### config.mk
export PLATFORM = sky130hd
export DESIGN_NAME = reg_file_write_arbiter
export DESIGN_NICKNAME = d
export VERILOG_FILES = /design/src/rtl/reg_arb_pkg.sv /design/src/rtl/rr_pick.sv /design/src/rtl/reg_file_write_arbiter.sv
export SDC_FILE = /design/constraint.sdc
export NUM_CORES = 1
export LEC_CHECK = 0
export BUFFER_PORTS_ARGS = -buffer_cell sky130_fd_sc_hd__buf_2
export CORE_MARGIN = 10
export CORE_UTILIZATION = 30
export CTS_CLUSTER_DIAMETER = 60
export CTS_CLUSTER_SIZE = 30
export DETAILED_ROUTE_END_ITERATION = 12
export PLACE_DENSITY_LB_ADDON = 0.15
export REMOVE_ABC_BUFFERS = 1
export SLEW_MARGIN = 20
export SYNTH_ARGS = -nofsm -noshare
export SYNTH_HDL_FRONTEND = slang
export SYNTH_SLANG_ARGS = --single-unit
### constraint.sdc
create_clock -name clock -period 4.2 [get_ports clock]
set_input_delay 0.21 -clock clock [delete_from_list [all_inputs] [get_ports clock]]
set_output_delay 0.21 -clock clock [all_outputs]
set_load 0.01 [all_outputs]
### src/rtl/reg_arb_pkg.sv
// Shared types and default sizes for the reg_file write-port arbiter.
// The default address/data widths match reg_file.
package reg_arb_pkg;

  typedef enum logic {
    IDLE  = 1'b0,
    WRITE = 1'b1
  } state_t;

  localparam int REG_ADDR_W  = 3;
  localparam int REG_DATA_W  = 8;
  localparam int REG_NUM_REQ = 4;

  // Round-robin successor of idx among n requesters.
  function automatic int next_index(input int idx, input int n);
    return (idx + 1 >= n) ? 0 : idx + 1;
  endfunction

endpackage

### src/rtl/rr_pick.sv
// Combinational round-robin picker: first asserted request at or after ptr.
// Kept separate so the read-port arbiter can reuse it.
module rr_pick #(
  parameter int NUM_REQ = 4,
  parameter int PTR_W   = 2
) (
  input  logic [NUM_REQ-1:0] req,
  input  logic [PTR_W-1:0]   ptr,
  output logic [PTR_W-1:0]   winner,
  output logic               found
);

  // Scan offsets from far to near so the closest request to ptr is written last.
  always_comb begin
    winner = '0;
    for (int off = NUM_REQ - 1; off >= 0; off--) begin
      for (int j = 0; j < NUM_REQ; j++) begin
        if (req[j] && (((int'(ptr) + off) % NUM_REQ) == j)) begin
          winner = PTR_W'(j);
        end
      end
    end
  end

  assign found = |req;

endmodule

### src/rtl/reg_file_write_arbiter.sv
// Round-robin req/ack arbiter for the reg_file write port, one write per 2 clocks.
// Optional requester locking is enabled by defining REG_ARB_LOCK_EN.
module reg_file_write_arbiter
  import reg_arb_pkg::*;
#(
  parameter int NUM_REQ = REG_NUM_REQ,
  parameter int ADDR_W  = REG_ADDR_W,
  parameter int DATA_W  = REG_DATA_W
) (
  input  logic                  clock,
  input  logic                  reset,
  input  logic [NUM_REQ-1:0]    req,
`ifdef REG_ARB_LOCK_EN
  input  logic [NUM_REQ-1:0]    lock,
`endif
  input  logic [NUM_REQ*ADDR_W-1:0] req_addr,
  input  logic [NUM_REQ*DATA_W-1:0] req_data,
  output logic [NUM_REQ-1:0]    ack,
  output logic                  write_enable,
  output logic [ADDR_W-1:0]     write_address,
  output logic [DATA_W-1:0]     write_data
);

  localparam int PTR_W = (NUM_REQ > 1) ? $clog2(NUM_REQ) : 1;
  localparam logic [NUM_REQ-1:0] ONE_HOT0 = NUM_REQ'(1);

  state_t              state_q, state_d;
  logic [PTR_W-1:0]    ptr_q, ptr_d;
  logic [NUM_REQ-1:0]  ack_q, ack_d;
  logic                write_enable_q, write_enable_d;
  logic [ADDR_W-1:0]   write_address_q, write_address_d;
  logic [DATA_W-1:0]   write_data_q, write_data_d;

  logic [NUM_REQ-1:0]  cand_req;
  logic [PTR_W-1:0]    win;
  logic                found;

  logic [ADDR_W-1:0]   addr_arr [NUM_REQ];
  logic [DATA_W-1:0]   data_arr [NUM_REQ];

  generate
    for (genvar gi = 0; gi < NUM_REQ; gi++) begin : g_unpack
      assign addr_arr[gi] = req_addr[gi*ADDR_W +: ADDR_W];
      assign data_arr[gi] = req_data[gi*DATA_W +: DATA_W];
    end
  endgenerate

`ifdef REG_ARB_LOCK_EN
  logic                owner_valid_q, owner_valid_d;
  logic [PTR_W-1:0]    owner_q, owner_d;
  logic                owner_hold;

  // An owner keeps the port only while it still requests with lock set.
  assign owner_hold = owner_valid_q && lock[owner_q] && req[owner_q];
  assign cand_req   = owner_hold ? (ONE_HOT0 << owner_q) : req;
`else
  assign cand_req   = req;
`endif

  rr_pick #(
    .NUM_REQ (NUM_REQ),
    .PTR_W   (PTR_W)
  ) u_pick (
    .req    (cand_req),
    .ptr    (ptr_q),
    .winner (win),
    .found  (found)
  );

  always_comb begin
    state_d         = state_q;
    ptr_d           = ptr_q;
    ack_d           = '0;
    write_enable_d  = 1'b0;
    write_address_d = '0;
    write_data_d    = '0;
`ifdef REG_ARB_LOCK_EN
    owner_valid_d   = owner_valid_q;
    owner_d         = owner_q;
`endif
    case (state_q)
      IDLE: begin
`ifdef REG_ARB_LOCK_EN
        if (!owner_hold) begin
          owner_valid_d = 1'b0;
        end
`endif
        if (found) begin
          state_d         = WRITE;
          write_enable_d  = 1'b1;
          ack_d           = ONE_HOT0 << win;
          write_address_d = addr_arr[win];
          write_data_d    = data_arr[win];
`ifdef REG_ARB_LOCK_EN
          // A locking winner freezes the pointer so it is re-served next.
          if (lock[win]) begin
            owner_valid_d = 1'b1;
            owner_d       = win;
          end else begin
            ptr_d = PTR_W'(next_index(int'(win), NUM_REQ));
          end
`else
          ptr_d = PTR_W'(next_index(int'(win), NUM_REQ));
`endif
        end
      end
      WRITE: begin
        state_d = IDLE;
      end
      default: begin
        state_d = IDLE;
      end
    endcase
  end

  always_ff @(posedge clock) begin
    if (reset) begin
      state_q         <= IDLE;
      ptr_q           <= '0;
      ack_q           <= '0;
      write_enable_q  <= 1'b0;
      write_address_q <= '0;
      write_data_q    <= '0;
`ifdef REG_ARB_LOCK_EN
      owner_valid_q   <= 1'b0;
      owner_q         <= '0;
`endif
    end else begin
      state_q         <= state_d;
      ptr_q           <= ptr_d;
      ack_q           <= ack_d;
      write_enable_q  <= write_enable_d;
      write_address_q <= write_address_d;
      write_data_q    <= write_data_d;
`ifdef REG_ARB_LOCK_EN
      owner_valid_q   <= owner_valid_d;
      owner_q         <= owner_d;
`endif
    end
  end

  assign ack           = ack_q;
  assign write_enable  = write_enable_q;
  assign write_address = write_address_q;
  assign write_data    = write_data_q;

endmodule

# Yosys cells after proc, flatten, opt, wreduce, memory -nomap -nowiden
# Cells that the tools add are included.
dict set report word_totals {
  register_bits 19
  inputBits 50
  output_inout_bits 16
  elab_cells 80
}
dict set report op_classes {
  addsub 4
  order_cmp 2
  n_eq_ne 12
  shifts 1
  muxes 24
  bitwise 6
  n_reduce_logical 25
}
# cell count
set op_table {}
lappend op_table {{32-bit zero test} 3}
lappend op_table {{2-bit two-way mux} 15}
lappend op_table {{3-bit equality test (second input constant)} 6}
lappend op_table {{8-bit binary-select mux with 2-bit select} 1}
lappend op_table {{8-bit two-way mux} 2}
lappend op_table {{1-bit logical AND} 15}
lappend op_table {{3-bit by 2-bit equality test with 1-bit output (second input constant)} 3}
lappend op_table {{2-bit OR reduction} 4}
lappend op_table {{3-bit binary-select mux with 2-bit select} 1}
lappend op_table {{3-bit greater-or-equal comparator (second input constant)} 2}
lappend op_table {{3-bit two-way mux} 2}
lappend op_table {{2-bit adder (second input constant)} 2}
lappend op_table {{2-bit equality test (second input constant)} 2}
lappend op_table {{4-bit OR reduction} 1}
lappend op_table {{1-bit by 2-bit left shift with 4-bit output (first input constant)} 1}
lappend op_table {{2-bit by 1-bit adder with 3-bit output (second input constant)} 1}
lappend op_table {{1-bit AND (first input constant)} 3}
lappend op_table {{2-bit inverter with 3-bit output} 1}
lappend op_table {{3-bit OR reduction} 1}
lappend op_table {{2-bit by 1-bit adder with 2-bit output (second input constant)} 1}
lappend op_table {{2-bit by 1-bit equality test with 1-bit output (second input constant)} 1}
lappend op_table {{1-bit two-way mux} 2}
lappend op_table {{1-bit inverter} 2}
lappend op_table {{1-bit case mux with 2 select lines} 1}
lappend op_table {{2-bit AND reduction} 1}

# Longest topological paths before layout
# Gate-level depths: netlist of the first run.
dict set report logic_depth {
  depth_word 24
  mapped_depth 7
  ltp_nobuf 5
}

# Cells and area by module
# From an unflattened synthesis of the first run, not the netlist that was laid out.
dict set report unflattened {
  hier_cells 84
  hier_area_um2 868.3
}
# module n_inst cells_per_inst area_each_um2 seq_area_each_um2
set by_module_without_submodules {}
lappend by_module_without_submodules {reg_file_write_arbiter 1 71 792.0 360.3}
lappend by_module_without_submodules {rr_pick 1 13 76.3 0.0}

# Worst setup path after synthesis of the first run
# Ideal clock, no wire load.
dict set report synth_path {
  path_kind {register to register}
  from {register ptr_q[0]}
  to {register write_address_q[0], in the netlist write_address[0]}
  setup_time_ns 0.123
  arrival_ns 1.336
  required_time_ns 4.077
  slack_ns 2.741
  stages_incl_launch_ff 8
  path_buffers 2
  cell_sequence {dfxtp_1 > nor2b_4 > a21o_1 > a211o_1 > buf_6 > buf_12 > mux2i_1 > o22ai_1}
}
dict set report synth_between {
  elab_chain_cells 24
  elab_cells_between_ends 58
}
# item line_no
set synth_rtl {}
lappend synth_rtl {{start: declaration} reg_file_write_arbiter.sv:28} ;# logic [PTR_W-1:0] ptr_q, ptr_d;
lappend synth_rtl {{start signal: assignment} reg_file_write_arbiter.sv:130} ;# ptr_q <= ptr_d;
lappend synth_rtl {{2-bit adder} rr_pick.sv:18} ;# if (req[j] && (((int'(ptr) + off) % NUM_REQ) == j)) begin
lappend synth_rtl {{2-bit OR reduction (no source line)} --}
lappend synth_rtl {{1-bit AND (no source line)} --}
lappend synth_rtl {{3-bit by 2-bit equality test with 1-bit output} rr_pick.sv:18}
lappend synth_rtl {{1-bit logical AND} rr_pick.sv:18}
lappend synth_rtl {{1-bit two-way mux} rr_pick.sv:18}
lappend synth_rtl {{2-bit two-way mux (13 in series)} rr_pick.sv:18}
lappend synth_rtl {{2-bit two-way mux *} rr_pick.sv:18}
lappend synth_rtl {{2-bit inverter with 3-bit output (not written as such) *} reg_file_write_arbiter.sv:92} ;# write_address_d = addr_arr[win];
lappend synth_rtl {{3-bit binary-select mux with 2-bit select *} reg_file_write_arbiter.sv:92}
lappend synth_rtl {{3-bit two-way mux (not written as such) * (2 in series)} reg_file_write_arbiter.sv:92}
lappend synth_rtl {{end signal: assignment} reg_file_write_arbiter.sv:133} ;# write_address_q <= write_address_d;
lappend synth_rtl {{end: declaration} reg_file_write_arbiter.sv:31} ;# logic [ADDR_W-1:0] write_address_q, write_address_d;
# Every way passes the cells marked *; elsewhere a longest branch is shown, timed or not. The select of a mux whose other input is x is not followed.
# A chain may end at the register's enable or synchronous reset.

# Worst setup path in the final report of the first run
dict set report layout_path {
  from {register ptr_q[0]}
  to {register ptr_q[1]}
}
dict set report layout_between {
  elab_chain_cells 23
  elab_cells_between_ends 57
}
# item line_no
set layout_rtl {}
lappend layout_rtl {{2-bit adder} rr_pick.sv:18}
lappend layout_rtl {{2-bit OR reduction (no source line)} --}
lappend layout_rtl {{1-bit AND (no source line)} --}
lappend layout_rtl {{3-bit by 2-bit equality test with 1-bit output} rr_pick.sv:18}
lappend layout_rtl {{1-bit logical AND} rr_pick.sv:18}
lappend layout_rtl {{1-bit two-way mux} rr_pick.sv:18}
lappend layout_rtl {{2-bit two-way mux (13 in series)} rr_pick.sv:18}
lappend layout_rtl {{2-bit two-way mux *} rr_pick.sv:18}
lappend layout_rtl {{2-bit by 1-bit adder with 3-bit output *} reg_arb_pkg.sv:16} ;# return (idx + 1 >= n) ? 0 : idx + 1;
lappend layout_rtl {{3-bit greater-or-equal comparator} reg_arb_pkg.sv:16}
lappend layout_rtl {{2-bit two-way mux *} reg_arb_pkg.sv:16}
# Every way passes the cells marked *; elsewhere a longest branch is shown, timed or not.

==> impl_metrics.json, run 1 <==
{
  "synth-seq-cells": 18,
  "max_freq_ghz": 0.604,
  "dpl.hpwl_um": 2190,
  "fin_crit_ps": 1660,
  "drive_above_1_share": 0.486,
  "drtIter0Drc": 33,
  "worstSetupEndpointType": "flop",
  "grt_max_degree": 29,
  "fin_worst_skew_ps": 0.367,
  "h-tree-depth": 1,
  "crit_fanout": 28,
  "netSwitchingFraction": 0.304,
  "ys.flop_type": "dfxtp_1",
  "synth_cells": 82,
  "gr-total-overflow": 0,
  "yosys.area.top_type_share": 0.418,
  "wl_per_cell_um": 14.5,
  "cts.clk_slew.worst_paths_ps": 100,
  "track_usage": 0.0945,
  "drv_slew": 0,
  "cap_violations": 0,
  "fin_crit_sh": 0.394,
  "p_int_uw": 299,
  "clk_latency_ps": 280,
  "hold_violations": 0,
  "hp-class": "primary input to flop",
  "start_kind": "flop",
  "total_power_uw": 430,
  "grt_antenna_before_repair": 0,
  "ant_nets": 0,
  "cts_buffers": 3,
  "clk_path_buf_depth": 2,
  "post-synth-top-area-cell": "dfxtp_1",
  "avgSynthCellArea_um2": 10.5,
  "cts_root_buf": "clkbuf_4",
  "diodes": 0,
  "status": "finished clean",
  "syn_to_final_growth_pct": 39.6,
  "numPortBuffers": 65,
  "power.density_mw_per_mm2": 357,
  "slowest_stage": "dfxtp_1",
  "dieArea_mm2": 0.00542,
  "ys_seq_area_frac": 0.418,
  "die_height_um": 73.6,
  "crit_chain": "nor2b_4 -> a21o_1 -> a211o_1 -> buf_4 -> xor2_1 -> a211oi_2",
  "setup_viol": 0,
  "grt_pass1_wl_um": 4080,
  "seqPwrFrac": 0.464,
  "start_util": 0.313,
  "post_cts_buffers": 0,
  "synth.area.top_cells": "dfxtp_1, mux2i_1, o22ai_1, buf_6, buf_12",
  "hold_buffers": 0,
  "synth.distinct_cells": 22,
  "max-vdd-ir-drop_mv": 0.175,
  "rows": 19,
  "cp_data_required_time_ps": 4400,
  "slew_headroom": 0.663,
  "worstPathArrival_ps": 1860,
  "vias_per_cell": 4.64,
  "grt_pass1_vias": 917,
  "clock_sinks": 18,
  "dr.pass1.iters": 4,
  "power_frac_clock": 0.192,
  "p_sw_uw": 131,
  "cts_tree": "yes",
  "die_w_um": 73.6,
  "worstMarginPinSlew_ps": 506,
  "route.detailed.drc": 0,
  "ios": 66,
  "p_leak_nw": 0.681,
  "final_nets": 198,
  "drt_wl_total_um": 2570,
  "vias": 821,
  "cts_resized": 0,
  "cp_slowest_stage_delay_ps": 390,
  "p_comb_frac": 0.344,
  "synthesis.area_um2": 862,
  "tns_ps": 0,
  "rsz0062_at_grt": "no",
  "core_area_mm2": 0.00276,
  "ys_async_sr_fraction": 0,
  "ys_warn_count": 0,
  "synth_edf_count": 0,
  "globalplace.congestion": 0.700,
  "critical_path_class": "flop to flop"
}
power by group through the flow:
stage               Sequential [mW]  Clock, mW  Combinational, mW
finish                        0.200     0.0826              0.148
global route                  0.202     0.0941              0.165
CTS                           0.200     0.0842              0.152
detailed placement            0.203          0              0.152
global placement              0.203          0              0.149
floorplan                     0.213          0             0.0837
worst max-delay path: cells and delay by family, from the launching register on:
kind	cells	cell delay, ps
AOI/OAI and AO/OA	3	680
DFF	1	390
buffers and inverters	1	250
xor gates and xnor gates	1	200
and+or+nand+nor	1	50
final cells by class:
cell class | instances | area [um^2]
clock buffers | 3 | 22.5
fillers | 294 | 1550
inverters | 1 | 3.75
multi-input cells | 58 | 445
flip-flops and latches | 18 | 360
well taps | 31 | 38.8
repair buffers | 66 | 333
routing by layer:
metal / GRT usage / routed length, um
met1: 0.0899 / 889
met2: 0.161 / 1330
met3: 0.0579 / 326
met4: 0.0373 / 19
met5: 0 / 0
Yosys cell counts, types with 2 or more instances:
cell type  number
nand2_1         2
buf_2           2
nand2b_1        3
nor2_1          5
buf_6           2
o22ai_1        11
dfxtp_1        18
a21oi_1         3
nor2b_1         2
mux2i_1        22
cell families (layout without fill, tap and decap cells):
family,Yosys count,after routing,share of synthesized area
muxes,22,22,0.255
AOI/OAI and AO/OA,19,19,0.148
DFF,18,18,0.418
and+or+nand+nor,16,16,0.103
buffers and inverters,6,70,0.0653
xor gates and xnor gates,1,1,0.0102
path summary, 6_finish.rpt:
| check | start | end | slack [ps] | cells after the start |
|---|---|---|---|---|
| setup / recovery | ptr_q[0] | ptr_q[1] | 2540 | 6 |
| hold / removal | reset | ptr_q[0] | 130 | 2 |
| setup reg to reg | ptr_q[0] | ptr_q[1] | 2540 | 6 |
| hold reg to reg | state_q | state_q | 530 | 1 |
state kept, by name, summed over array words and instances, names as in the netlist:
signal and count:
write_data 8, ack 4, write_address 3, ptr_q 2, state_q 1
per-stage QoR:
stage               worst slack, ps  area, um^2  utilization  cells  hold WS, ps
finish                         2540        1200        0.436    177          125
CTS                            2520        1200        0.436    177          122
floorplan                      2320         810            -     77          275
detailed placement             2510        1180        0.428    174          424
global placement               2580        1180        0.428    174          417
global route                   2380        1200        0.436    177          112
placed cells by master (no fill, tap or decap), drive strengths merged, types with 2 or more instances in the layout:
cell and n:
nand2 2, buf 66, nor2 5, dfxtp 18, clkbuf 3, mux2i 22, nor2b 3, a21oi 3
nand2b 3, o22ai 11
No activity file was read; power rests on OpenSTA's default activity.
==> run 2, diff against run 1 <==
- ABC_AREA: unset -> 1
- clock period: 4.2 -> 1.5 ns (I/O delays scaled with it)
==> impl_metrics.json, run 2 <==
{
  "synth.area.top_cells": "dfxtp_1, nand3_1, nand2_1, inv_1, nand4_1",
  "worstPathArrival_ps": 1980,
  "clk_latency_ps": 250,
  "dieArea_mm2": 0.00689,
  "synthesis.area_mm2": 0.00119,
  "drv_slew": 0,
  "whs_path_depth": 3,
  "post-synth-top-area-cell": "dfxtp_1",
  "clock_sinks": 18,
  "ant_nets": 0,
  "layout.cells.non_filler": 320,
  "crit_fanout": 8,
  "fin_crit_sh": 1.19,
  "gr-total-overflow": 0,
  "cp_data_required_time_ps": 1700,
  "violations": "setup timing",
  "final_common_cell": "buf_2",
  "crit_chain": "nor2_8 -> nand2_2 -> nand2_1 -> nand2_1 -> nand2_1 -> nand2_1 -> nand2_1 -> nand2_1 -> nand2_1 -> nand2_1 -> nand2_1 -> nand2_1 -> nand2_2 -> nand2_4 -> buf_12 -> a21oi_4 -> nand2_1 -> nand3_2",
  "dr.pass1.iters": 5,
  "final_area_mm2": 0.00195,
  "ys_warn_count": 0,
  "synth_compound_area_frac": 0.0284,
  "worstMarginPinSlew_ps": 309,
  "fin_crit_ps": 1780,
  "muxShareOfSynthArea": 0,
  "worstSetupEndpointType": "flop",
  "ys_top_cells_by_count": "nand2_1, nand3_1, inv_1, dfxtp_1, nand4_1",
  "globalplace.congestion": 0.761,
  "ys_async_sr_fraction": 0,
  "fin_worst_skew_ps": 4.45,
  "hold_path_startpoint": "req_addr[10]",
  "r2r_setup_slack_ps": -280,
  "power.density_mw_per_mm2": 1430,
  "core_area_mm2": 0.00374,
  "avgSynthCellArea_um2": 6.51,
  "drtIter0Drc": 39,
  "die_height_um": 83.0,
  "synth_top_family_by_area": "simple AND/OR/NAND/NOR gates",
  "slew_headroom": 0.792,
  "fin_ws_ps": -280,
  "yosys.area.top_type_share": 0.303,
  "hold_ws_ps": 17.8,
  "cts_root_buf": "clkbuf_8",
  "grt_pass1_vias": 1427,
  "drt_wl_total_um": 4050,
  "synth_edf_count": 0,
  "min_to": "write_address[1]",
  "start_util": 0.318,
  "yosys.area_share.simple": 0.505,
  "max-vdd-ir-drop_mv": 0.677,
  "vias_per_cell": 4.49,
  "status": "finished with violations",
  "die_w_um": 83.0,
  "slowest_stage": "dfxtp_4",
  "max_freq_ghz": 0.562,
  "place_ws_ps": -348,
  "ys.flop_type": "dfxtp_1",
  "ys_seq_area_frac": 0.303,
  "h-tree-depth": 1,
  "cap_violations": 0,
  "synthXorXnorAreaFrac": 0,
  "clk_path_buf_depth": 2,
  "ios": 66,
  "synth.distinct_cells": 20,
  "reg2reg_depth": 18,
  "hold_violations": 0,
  "critical_path_class": "flop to flop",
  "track_usage": 0.109,
  "rows": 22,
  "yosysMostFrequentCell": "nand2_1",
  "dpl.hpwl_um": 3170,
  "wl_per_cell_um": 12.7,
  "final_nets": 323,
  "dp_cells": 313,
  "cts_tree": "yes",
  "route.detailed.drc": 0,
  "largest_register_ffs": 8,
  "hp-class": "primary input to flop",
  "final_util": 0.520,
  "p_leak_nw": 1.07,
  "drive_above_1_share": 0.507,
  "vias": 1436,
  "synth_fa_ha_area_frac": 0,
  "rr_endpoint": "write_address[2]",
  "tns_ps": -3310,
  "r2r-start": "ptr_q[1]",
  "synth_cells": 183,
  "mostFrequentLayoutCells": "buf_2, nand2_1, inv_1, nand3_1, buf_4",
  "cts.clk_slew.worst_paths_ps": 70,
  "synth-seq-cells": 18,
  "rsz0062_at_grt": "yes",
  "cp_slowest_stage_delay_ps": 390,
  "placed_cell_area_mm2": 0.00173,
  "start_kind": "flop",
  "numPortBuffers": 65,
  "cts_buffers": 3,
  "grt_max_degree": 23,
  "grt_antenna_before_repair": 0,
  "setup_viol": 17,
  "diodes": 0,
  "hold_buffers": 0,
  "cp_common_cell": "nand2_1",
  "grt_pass1_wl_um": 6560,
  "total_power_mw": 2.79,
  "syn_to_final_growth_pct": 63.4
}
-- run 2: cell count changes in the layout (fill, tap and decap cells not counted), sizes merged, moves of 3 or more --
cell and change:
nand4 +15, nor2b -3, nand2 +54, nand2b -3
nand3 +43, inv +28, o22ai -11, mux2i -22
buf +29
-- run 2: critical path, delay by kind of cell, from the launching register on --
kind | cells | cell delay [ps]
and+or+nand+nor | 16 | 1000
AOI/OAI and AO/OA | 1 | 180
buffers and inverters | 1 | 140
DFF | 1 | 390
-- run 2: worst max path at each step --
stage / end / start / cells past startpoint / slack (ps)
after global placement: write_data[1] / ptr_q[0] / 21 / -330
after CTS: write_data[6] / ptr_q[0] / 18 / -260
after global routing: write_address[2] / ptr_q[1] / 18 / -480
after detailed placement: write_data[1] / ptr_q[0] / 21 / -350
final: write_address[2] / ptr_q[1] / 18 / -280
after floorplan: write_address[0] / ptr_q[0] / 18 / -620
-- run 2: cell type report --
type | instances | area, um^2
Clock buffer | 4 | 55.1
Tap cell | 48 | 60.1
Timing Repair Buffer | 95 | 589
Fill cell | 415 | 1800
Inverter | 29 | 114
Sequential cell | 18 | 368
Multi-Input combinational cell | 126 | 761
-- run 2: kinds of logic (layout without fill, tap and decap cells) --
| group | count (synthesis) | count (layout) |
|---|---|---|
| compound gates | 4 | 4 |
| buf+inv | 39 | 128 |
| flops | 18 | 18 |
| simple gates | 122 | 122 |
-- run 2: per-layer routing --
| layer | routed length, um | global-route usage | up-vias |
|---|---|---|---|
| met5 | 0 | 0 | - |
| met4 | 29 | 0.0323 | 0 |
| met3 | 290 | 0.0430 | 2 |
| met2 | 2010 | 0.182 | 41 |
| met1 | 1710 | 0.124 | 624 |
| li1 | - | - | 769 |
-- run 2: what timing repair did --
| action | CTS | global route |
|---|---|---|
| setup endpoints to repair | 16 | 17 |
| resized for setup | 24 | 17 |
| cloned | 1 | 0 |
| pin swaps | 14 | 14 |
| buffers inserted | 1 | 3 |
-- run 2: power by group --
part / switching, mW / internal [mW] / total, mW
clock: 0.175 / 0.233 / 0.408
combinational: 0.892 / 0.793 / 1.68
sequential: 0.0703 / 0.629 / 0.699
==> run 3, diff against run 2 <==
- CORE_ASPECT_RATIO: unset -> 0.8
- PLACE_DENSITY_LB_ADDON: 0.15 -> 0.12
==> impl_metrics.json, run 3 (synthesis results as in run 2) <==
{
  "route.detailed.drc": 0,
  "grt_pass1_vias": 1451,
  "status": "finished with violations",
  "placed_cell_area_mm2": 0.00174,
  "clk_latency_ps": 250,
  "final_nets": 326,
  "ios": 66,
  "hold_buffers": 0,
  "drive_above_1_share": 0.504,
  "drt_wl_total_um": 3980,
  "grt_pass1_wl_um": 6590,
  "worstPathArrival_ps": 1960,
  "total_power_mw": 2.79,
  "dieArea_mm2": 0.00691,
  "violations": "setup timing",
  "hold_path_startpoint": "req_addr[6]",
  "rsz0062_at_grt": "yes",
  "drv_slew": 0,
  "die_height_um": 76.4,
  "max-vdd-ir-drop_mv": 0.640,
  "globalplace.congestion": 0.772,
  "start_kind": "flop",
  "r2r_setup_slack_ps": -270,
  "reg2reg_depth": 18,
  "clk_path_buf_depth": 2,
  "min_to": "write_address[0]",
  "tns_ps": -3760,
  "vias_per_cell": 4.47,
  "wl_met2_um": 1800,
  "max_freq_ghz": 0.566,
  "ant_nets": 0,
  "worstMarginPinSlew_ps": 340,
  "numPortBuffers": 65,
  "rows": 20,
  "setup_viol": 17,
  "wl_per_cell_um": 12.1,
  "worstSetupEndpointType": "flop",
  "hold_violations": 0,
  "vias": 1472,
  "crit_fanout": 8,
  "final_util": 0.520,
  "fin_crit_ps": 1770,
  "dpl.hpwl_um": 3070,
  "diodes": 0,
  "grt_antenna_before_repair": 0,
  "place_ws_ps": -333,
  "drtIter0Drc": 71,
  "cp_data_required_time_ps": 1690,
  "final_area_mm2": 0.00198,
  "power.density_mw_per_mm2": 1410,
  "core_area_mm2": 0.00380,
  "p_leak_nw": 1.09,
  "largest_register_ffs": 8,
  "hp-class": "primary input to flop",
  "slew_headroom": 0.772,
  "wl_met3_um": 298,
  "highest_layer": "met4",
  "clock_sinks": 18,
  "h-tree-depth": 1,
  "fin_ws_ps": -267,
  "track_usage": 0.111,
  "start_util": 0.313,
  "rr_endpoint": "write_data[6]",
  "cap_violations": 0,
  "cts.clk_slew.worst_paths_ps": 70,
  "grt_max_degree": 23,
  "fin_crit_sh": 1.18,
  "cts_buffers": 3,
  "dr.pass1.iters": 5,
  "r2r-start": "ptr_q[1]",
  "cts_root_buf": "clkbuf_8",
  "die_w_um": 90.5,
  "cts_tree": "yes",
  "wl_met1_um": 1870,
  "fin_worst_skew_ps": 2.90,
  "mostFrequentLayoutCells": "buf_2, nand2_1, nand3_1, inv_1, buf_4",
  "gr-total-overflow": 0,
  "whs_path_depth": 3,
  "final_common_cell": "buf_2",
  "critical_path_class": "flop to flop",
  "syn_to_final_growth_pct": 66.1
}
==> run 3: changes by cell type in the layout (fill, tap and decap cells not counted) <==
cell,before,now
buf_4,22,25
nand3_1,25,28
nand3_2,18,15
buf_6,7,5
buf_8,0,1
clkbuf_16,0,1
clkbuf_8,4,3
inv_1,27,26
inv_4,0,1
nand2_4,3,2
nand2_8,0,1
==> run 3: worst max-delay path, stage by stage (launching register included) <==
cell     delay [ps]
dfxtp_4         390
nor2_8          130
nand2_2          60
nand2_1          50
nand2_1          50
nand2_1          50
nand2_1          50
nand2_1          50
nand2_1          50
nand2_1          50
nand2_1          40
nand2_1          50
nand2_1          60
nand2_2          90
nand2_4          90
buf_6           140
a21oi_4         170
nand2_1          80
nand3_1          70
==> run 3: layout make-up <==
type | count | area (um^2)
Fill cell | 407 | 1830
Multi-Input combinational cell | 126 | 754
Inverter | 29 | 116
Timing Repair Buffer | 98 | 629
Sequential cell | 18 | 368
Tap cell | 55 | 68.8
Clock buffer | 3 | 41.3
==> run 3: per-layer routing <==
metal | GRT usage | vias up
met5 | 0 | -
met4 | 0.0270 | 0
met3 | 0.0482 | 2
met2 | 0.170 | 50
met1 | 0.141 | 642
li1 | - | 778
==> run 3: what timing repair did <==
item,4_1_cts,5_1_grt
buffers inserted,4,3
gates cloned,0,1
pin swaps,9,11
gates resized for setup,20,20
setup endpoints to repair,17,17
==> run 3: through the flow <==
stage | std cells | hold WS (ps)
3_3_place_gp | 320 | 296
6_report | 329 | 38.5
4_1_cts | 325 | 14.9
2_1_floorplan | 173 | 170
5_1_grt | 329 | 43.0
3_5_place_dp | 320 | 295
==> run 3: worst max-delay path by stage <==
stage,to,slack [ps],depth (start not counted),from
after floorplan,write_address[0],-620,18,ptr_q[0]
after global placement,write_data[5],-320,14,ptr_q[0]
after detailed placement,write_data[3],-330,21,ptr_q[1]
after CTS,write_data[6],-270,18,ptr_q[0]
after global routing,write_data[7],-440,20,ptr_q[0]
final,write_data[6],-270,18,ptr_q[1]
==> run 3: where the power goes <==
group	internal (mW)	leakage (nW)	switching, mW
Clock	0.178	0.0216	0.157
Sequential	0.630	0.150	0.0753
Combinational	0.847	0.922	0.902
Total	1.66	1.09	1.13
